`config.mk`:
```
export PLATFORM = sky130hd
export DESIGN_NAME = hack_alu_seq
export DESIGN_NICKNAME = d
export VERILOG_FILES = /design/src/rtl/hack_alu_seq.sv
export SDC_FILE = /design/constraint.sdc
export NUM_CORES = 1
export LEC_CHECK = 0
export ABC_AREA = 0
export ABC_CLOCK_PERIOD_IN_PS = 4500
export BUFFER_PORTS_ARGS = -buffer_cell sky130_fd_sc_hd__buf_4
export CAP_MARGIN = 0
export CORE_ASPECT_RATIO = 0.7
export CORE_MARGIN = 5
export CORE_UTILIZATION = 30
export CTS_CLUSTER_DIAMETER = 80
export DETAILED_ROUTE_END_ITERATION = 8
export PLACE_DENSITY = 0.62
export SYNTH_ARGS = -nofsm -noshare
export SYNTH_HDL_FRONTEND = slang
export SYNTH_SLANG_ARGS = --single-unit
```
`constraint.sdc`:
```
create_clock -name clock -period 4.5 [get_ports clock]
set_clock_uncertainty 0.2 [all_clocks]
set_input_delay 0.9 -clock clock [delete_from_list [all_inputs] [get_ports clock]]
set_output_delay 0.9 -clock clock [all_outputs]
set_load 0.02 [all_outputs]
```
`src/rtl/hack_alu_seq.sv`:
```
// Registered, handshaked Hack ALU with zr/ng flags and valid/ready flow control.
// Define HACK_ALU_MUL_EN to build the iterative shift-add multiply mode.
module hack_alu_seq #(
  parameter int WIDTH = 16
) (
  input  logic             clock,
  input  logic             reset,
  input  logic             in_valid,
  output logic             in_ready,
  input  logic [WIDTH-1:0] x,
  input  logic [WIDTH-1:0] y,
  input  logic             zx,
  input  logic             nx,
  input  logic             zy,
  input  logic             ny,
  input  logic             f,
  input  logic             no,
  input  logic             mul,
  output logic             out_valid,
  input  logic             out_ready,
  output logic [WIDTH-1:0] out,
  output logic             zr,
  output logic             ng,
  output logic             busy
);

  logic [WIDTH-1:0] xa, xb, ya, yb;
  logic [WIDTH-1:0] alu_o, alu_res;
  logic             accept;
  logic             load;
  logic [WIDTH-1:0] load_val;

  logic [WIDTH-1:0] out_q, out_d;
  logic             zr_q, zr_d;
  logic             ng_q, ng_d;
  logic             out_valid_q, out_valid_d;

  always_comb begin
    xa      = zx ? '0 : x;
    xb      = nx ? ~xa : xa;
    ya      = zy ? '0 : y;
    yb      = ny ? ~ya : ya;
    alu_o   = f ? (xb + yb) : (xb & yb);
    alu_res = no ? ~alu_o : alu_o;
  end

`ifdef HACK_ALU_MUL_EN
  localparam int CW = (WIDTH > 1) ? $clog2(WIDTH) : 1;

  typedef enum logic {
    IDLE = 1'b0,
    MUL  = 1'b1
  } state_e;

  state_e           state_q, state_d;
  logic [CW-1:0]    cnt_q, cnt_d;
  logic [WIDTH-1:0] acc_q, acc_d;
  logic [WIDTH-1:0] mcand_q, mcand_d;
  logic [WIDTH-1:0] mplier_q, mplier_d;
  logic [WIDTH-1:0] acc_step;

  assign in_ready = (state_q == IDLE) && (!out_valid_q || out_ready);
  assign busy     = (state_q == MUL);
`else
  logic unused_mul;

  assign unused_mul = mul;
  assign in_ready   = !out_valid_q || out_ready;
  assign busy       = 1'b0;
`endif

  assign accept = in_valid && in_ready;

  always_comb begin
    out_d       = out_q;
    zr_d        = zr_q;
    ng_d        = ng_q;
    out_valid_d = out_valid_q && !out_ready;
    load        = 1'b0;
    load_val    = alu_res;
`ifdef HACK_ALU_MUL_EN
    state_d  = state_q;
    cnt_d    = cnt_q;
    acc_d    = acc_q;
    mcand_d  = mcand_q;
    mplier_d = mplier_q;
    acc_step = acc_q + (mplier_q[0] ? mcand_q : '0);
    unique case (state_q)
      IDLE: begin
        if (accept) begin
          if (mul) begin
            state_d  = MUL;
            cnt_d    = '0;
            acc_d    = '0;
            mcand_d  = xb;
            mplier_d = yb;
          end else begin
            load = 1'b1;
          end
        end
      end
      MUL: begin
        acc_d    = acc_step;
        mcand_d  = mcand_q << 1;
        mplier_d = mplier_q >> 1;
        cnt_d    = cnt_q + 1'b1;
        // last iteration folds straight into the result register
        if (cnt_q == CW'(WIDTH - 1)) begin
          load     = 1'b1;
          load_val = acc_step;
          state_d  = IDLE;
          cnt_d    = '0;
        end
      end
      default: state_d = IDLE;
    endcase
`else
    if (accept) begin
      load = 1'b1;
    end
`endif
    if (load) begin
      out_d       = load_val;
      zr_d        = (load_val == '0);
      ng_d        = load_val[WIDTH-1];
      out_valid_d = 1'b1;
    end
  end

  always_ff @(posedge clock) begin
    if (reset) begin
      out_q       <= '0;
      zr_q        <= 1'b0;
      ng_q        <= 1'b0;
      out_valid_q <= 1'b0;
    end else begin
      out_q       <= out_d;
      zr_q        <= zr_d;
      ng_q        <= ng_d;
      out_valid_q <= out_valid_d;
    end
  end

`ifdef HACK_ALU_MUL_EN
  always_ff @(posedge clock) begin
    if (reset) begin
      state_q  <= IDLE;
      cnt_q    <= '0;
      acc_q    <= '0;
      mcand_q  <= '0;
      mplier_q <= '0;
    end else begin
      state_q  <= state_d;
      cnt_q    <= cnt_d;
      acc_q    <= acc_d;
      mcand_q  <= mcand_d;
      mplier_q <= mplier_d;
    end
  end
`endif

  assign out       = out_q;
  assign zr        = zr_q;
  assign ng        = ng_q;
  assign out_valid = out_valid_q;

endmodule

```
## Yosys cells after proc, flatten, opt, wreduce, memory -nomap -nowiden

Cells that the tools add are included.

| word-level totals | value |
|---|---|
| register bits | 19 |
| input port bits | 43 |
| output and inout bits | 21 |
| word-level logic and storage cells | 23 |

| cells by class | value |
|---|---|
| add/sub/neg operators | 1 |
| mux-type cells | 8 |
| bitwise logic cells | 4 |
| reductions and logical operators | 6 |

Operators by type and width:

| kind | count |
|---|---|
| 16-bit 2-to-1 mux | 6 |
| 16-bit inverter | 3 |
| 16-bit adder | 1 |
| 16-bit AND | 1 |
| 16-bit zero test | 1 |
| 1-bit logical AND | 2 |
| 1-bit zero test | 2 |
| 1-bit 2-to-1 mux | 2 |
| 1-bit logical OR | 1 |

## Longest topological paths before layout

| logic depth | value |
|---|---|
| depth after elaboration | 8 |
| depth in mapped cells | 13 |
| depth with buffers taken out | 13 |

## Least setup slack after synthesis

Ideal clock, no wire load.

| path | value |
|---|---|
| path type | input-to-reg |
| start point | in nx |
| end point | reg zr_q (netlist: zr) |
| setup time | 69 ps |
| arrival time | 3,929 ps |
| data required time | 4,231 ps |
| setup slack | 302 ps |
| cell stages on the path | 13 |
| path buffers | 2 |
| path through | clkbuf_1 -> clkbuf_1 -> xnor2_1 -> fa_1 -> a211oi_2 -> o21ai_2 -> a41oi_2 -> o21ai_2 -> or4_1 -> and3_4 -> nor3_2 -> a31oi_1 -> o21ai_1 |

| between the ends | value |
|---|---|
| word-level cells in the longest chain between the ends | 6 |
| elaborated cells on any way between the ends | 7 |
| classes of those cells | 1 x add/sub; 3 x mux; 2 x bitwise; 1 x reduce/logical |

RTL lines:

| what | line | RTL |
|---|---|---|
| start, declared | 13 | `input logic nx,` |
| 16-bit 2-to-1 mux * | 40 | `xb = nx ? ~xa : xa;` |
| 16-bit adder / 16-bit AND (equally long branches) | 43 | `alu_o = f ? (xb + yb) : (xb & yb);` |
| 16-bit 2-to-1 mux * | 43 |  |
| 16-bit inverter | 44 | `alu_res = no ? ~alu_o : alu_o;` |
| 16-bit 2-to-1 mux * | 44 |  |
| 16-bit zero test * | 124 | `zr_d = (load_val == '0);` |
| end signal, assigned | 138 | `zr_q <= zr_d;` |
| end, declared | 34 | `logic zr_q, zr_d;` |

Mark *: on every way between the ends. The rest lies on a longest branch, timed or not.
A chain may end at the register's enable or synchronous reset.

## Worst setup path in the final report

| path | value |
|---|---|
| start point | in zx |
| end point | reg zr_q (netlist: zr) |

| between the ends | value |
|---|---|
| word-level cells in the longest chain between the ends | 8 |
| elaborated cells on any way between the ends | 9 |
| classes of those cells | 1 x add/sub; 4 x mux; 3 x bitwise; 1 x reduce/logical |

RTL lines:

| what | line | RTL |
|---|---|---|
| start, declared | 12 | `input logic zx,` |
| 16-bit 2-to-1 mux * | 39 | `xa = zx ? '0 : x;` |
| 16-bit inverter | 40 |  |
| 16-bit 2-to-1 mux * | 40 |  |
| 16-bit adder / 16-bit AND (equally long branches) | 43 |  |
| 16-bit 2-to-1 mux * | 43 |  |
| 16-bit inverter | 44 |  |
| 16-bit 2-to-1 mux * | 44 |  |
| 16-bit zero test * | 124 |  |

Marked as above.

==> results_dict.tcl <==
set metrics [dict create \
    antennaDiodeCount 0 \
    io_pins 64 \
    rr_startpoint "out_valid$_SDFF_PP0_" \
    tns_ns 0 \
    critPathBufInv 1 \
    worst_ep_arrival_time_ns 3.88 \
    ys_seq_elements 18 \
    p_int_mw 0.536 \
    yosysMostFrequentCell "xnor2_1" \
    total_power_mw 0.894 \
    max_freq_mhz 256 \
    area_delta_synth_final_pct 21.1 \
    busiest_layer "met2" \
    power.density_mw_per_mm2 297 \
    pwr-share-clk 0.192 \
    design.die.area_mm2 0.0102 \
    status "complete, no violations" \
    slew_headroom 0.603 \
    vias 2376 \
    slowest_delay_ns 0.46 \
    cts-root-buf "clkbuf_16" \
    synth_top_area_cell "xnor2_1" \
    critical_path_class "in2reg" \
    setup_violations 0 \
    rsz0062_at_grt "false" \
    design_area_mm2 0.00301 \
    overflow 0 \
    portBuffers 61 \
    dpl_cell_area_mm2 0.00294 \
    cp_max_fo 16 \
    yosys_warnings 0 \
    chipWidth_um 119 \
    synthCells 325 \
    synth_edf_count 0 \
    p_leak_nw 1.24 \
    hold_path.class "reg2reg" \
    slowest_stage "fa_1" \
    row_count 27 \
    hold_ws_ns 0.252 \
    drc 0 \
    crit_start "zx" \
    ant_nets 0 \
    start_util 0.312 \
    drt-initial-drc-count 101 \
    max_cap_viol_count 0 \
    clockBufferDepth 2 \
    grt_pass1_vias 2281 \
    switchingPower_mw 0.358 \
    ctsHtreeMaxLevel 1 \
    yosysTopAreaCellShare 0.162 \
    layout_setup_ws_ns 0.599 \
    cts-resized-gates 0 \
    num-fill-cells 850 \
    grt_usage 0.121 \
    clk_latency_ns 0.24 \
    cts.sinks 18 \
    use_met3 0.0294 \
    reg2reg_slack_ns 2.68 \
    place_hpwl_mm 5.20 \
    seqPwrFrac 0.210 \
    switching_share 0.400 \
    drive_above_1_share 0.222 \
    gp_congestion 0.843 \
    worstSetupEndpointType "flop" \
    cts_tree "done" \
    synth_cell_types 65 \
    path_clk_slew_ns 0.05 \
    fin_nets 431 \
    place_ws_ns 0.354 \
    die_h_um 86.2 \
    hold_path.startpoint "out[10]$_SDFFE_PP0P_" \
    path_common_cell "o21ai_2" \
    drt-total-wl_mm 6.35 \
    async_flop_share 0 \
    core_area_mm2 0.00797 \
    grt_use_met2 0.191 \
    ys_seq_area_frac 0.145 \
    grt_max_degree 30 \
    synth.top_cells.by_area "xnor2_1 16%, dfxtp_1 14%, nand2b_1 8.8%" \
    cp-start-kind "primary input" \
    dr.pass1.iters 4 \
    vias_per_cell 5.06 \
    ir_worst_vdd_mv 0.114 \
    crit_chain "buf_4, nand2b_1, xnor2_1, ha_1, fa_1, a211oi_2, o21ai_2, a41oi_2, o21ai_2, or4_1, and3_4, nor3_2, a31oi_1, o21ai_1" \
    min_period_ns 3.90 \
    grt_pass1_wl_mm 10.6 \
    cp_top_family "compound AO/OA/AOI/OAI gates" \
    cts_buffers 3 \
    routedWlPerCell_um 13.5 \
    worstMarginPinSlew_ns 0.593 \
    period_share 0.867 \
    cts_hold_buf 0 \
    postCtsSetupBuffers 0 \
    antenna_found_initial 0 \
    avgSynthCellArea_um2 7.65 \
    syn_nets 385 \
    comb_power_share 0.598 \
    use_met1 0.174 \
    ys_top_cells_by_count "46 x xnor2_1, 37 x nand2_1, 35 x a21oi_1, 35 x nand2b_1" \
    finalHoldViolations 0 \
    required_ns 4.48 \
    drv_slew 0 \
    synth_area_mm2 0.00249 \
    synth_ff_type "dfxtp_1" \
]
[cells in the final DEF, fill, tap and decap left out, types with 7 or more instances in the layout]
master | synthesis | layout
nor2_1 | 18 | 18
nor3_1 | 7 | 7
nand2b_1 | 35 | 35
buf_4 | 2 | 61
xor2_1 | 8 | 8
dfxtp_1 | 18 | 18
nand2_1 | 37 | 37
a21oi_1 | 35 | 35
ha_1 | 16 | 16
xnor2_1 | 46 | 46
[power by group through the flow]
stage / logic [mW] / clock network [mW] / registers [mW]
floorplan: 0.388 / 0 / 0.213
global placement: 0.524 / 0 / 0.191
detailed placement: 0.533 / 0 / 0.191
CTS: 0.536 / 0.179 / 0.188
global route: 0.591 / 0.188 / 0.190
finish: 0.534 / 0.171 / 0.188
[layer usage]
layer	wire length, um	up-vias
met2	2700	62
met1	3260	1095
met3	387	0
met4	0	0
met5	0	-
li1	-	1219
[final timing paths]
path | endpoint | cells past startpoint
min | out[10]$_SDFFE_PP0P_ | 2
min reg2reg | out[10]$_SDFFE_PP0P_ | 2
max | zr$_SDFFE_PP0P_ | 14
max reg2reg | zr$_SDFFE_PP0P_ | 5
[worst reg2reg max path, stage by stage (launching register included)]
cell      delay [ns]
dfxtp_1         0.30
nand2b_1        0.13
nand2_1         0.38
nor4_1          0.43
o221ai_1        0.19
o21ai_1         0.14
[area by class of cell]
type | count | area [um2] | area share
clock buffers | 3 | 75.1 | 0.0249
inverters | 5 | 18.8 | 0.00623
multi-input cells | 282 | 1970 | 0.655
flip-flops and latches | 18 | 360 | 0.120
well taps | 101 | 126 | 0.0420
repair buffers | 61 | 458 | 0.152
[sequential cells by signal, summed over array words and instances, names as in the netlist]
name	flops
out	16
out_valid	1
zr	1
[stage by stage]
stage,std cells,utilization
2_1_floorplan,325,-
3_3_place_gp,467,0.368
3_5_place_dp,467,0.368
4_1_cts,470,0.378
5_1_grt,470,0.378
6_report,470,0.378
[cell families (layout without fill, tap and decap cells)]
group / after synthesis / in the layout / share of synthesized area
other cells: 1 / 1 / 0.00151
buf+inv: 25 / 69 / 0.0619
mux: 6 / 6 / 0.0252
xor+xnor: 54 / 54 / 0.190
fa+ha+maj: 17 / 17 / 0.0885
flops: 18 / 18 / 0.145
simple gates: 123 / 123 / 0.263
compound gates: 81 / 81 / 0.225
(Power assumes the default switching activity.)
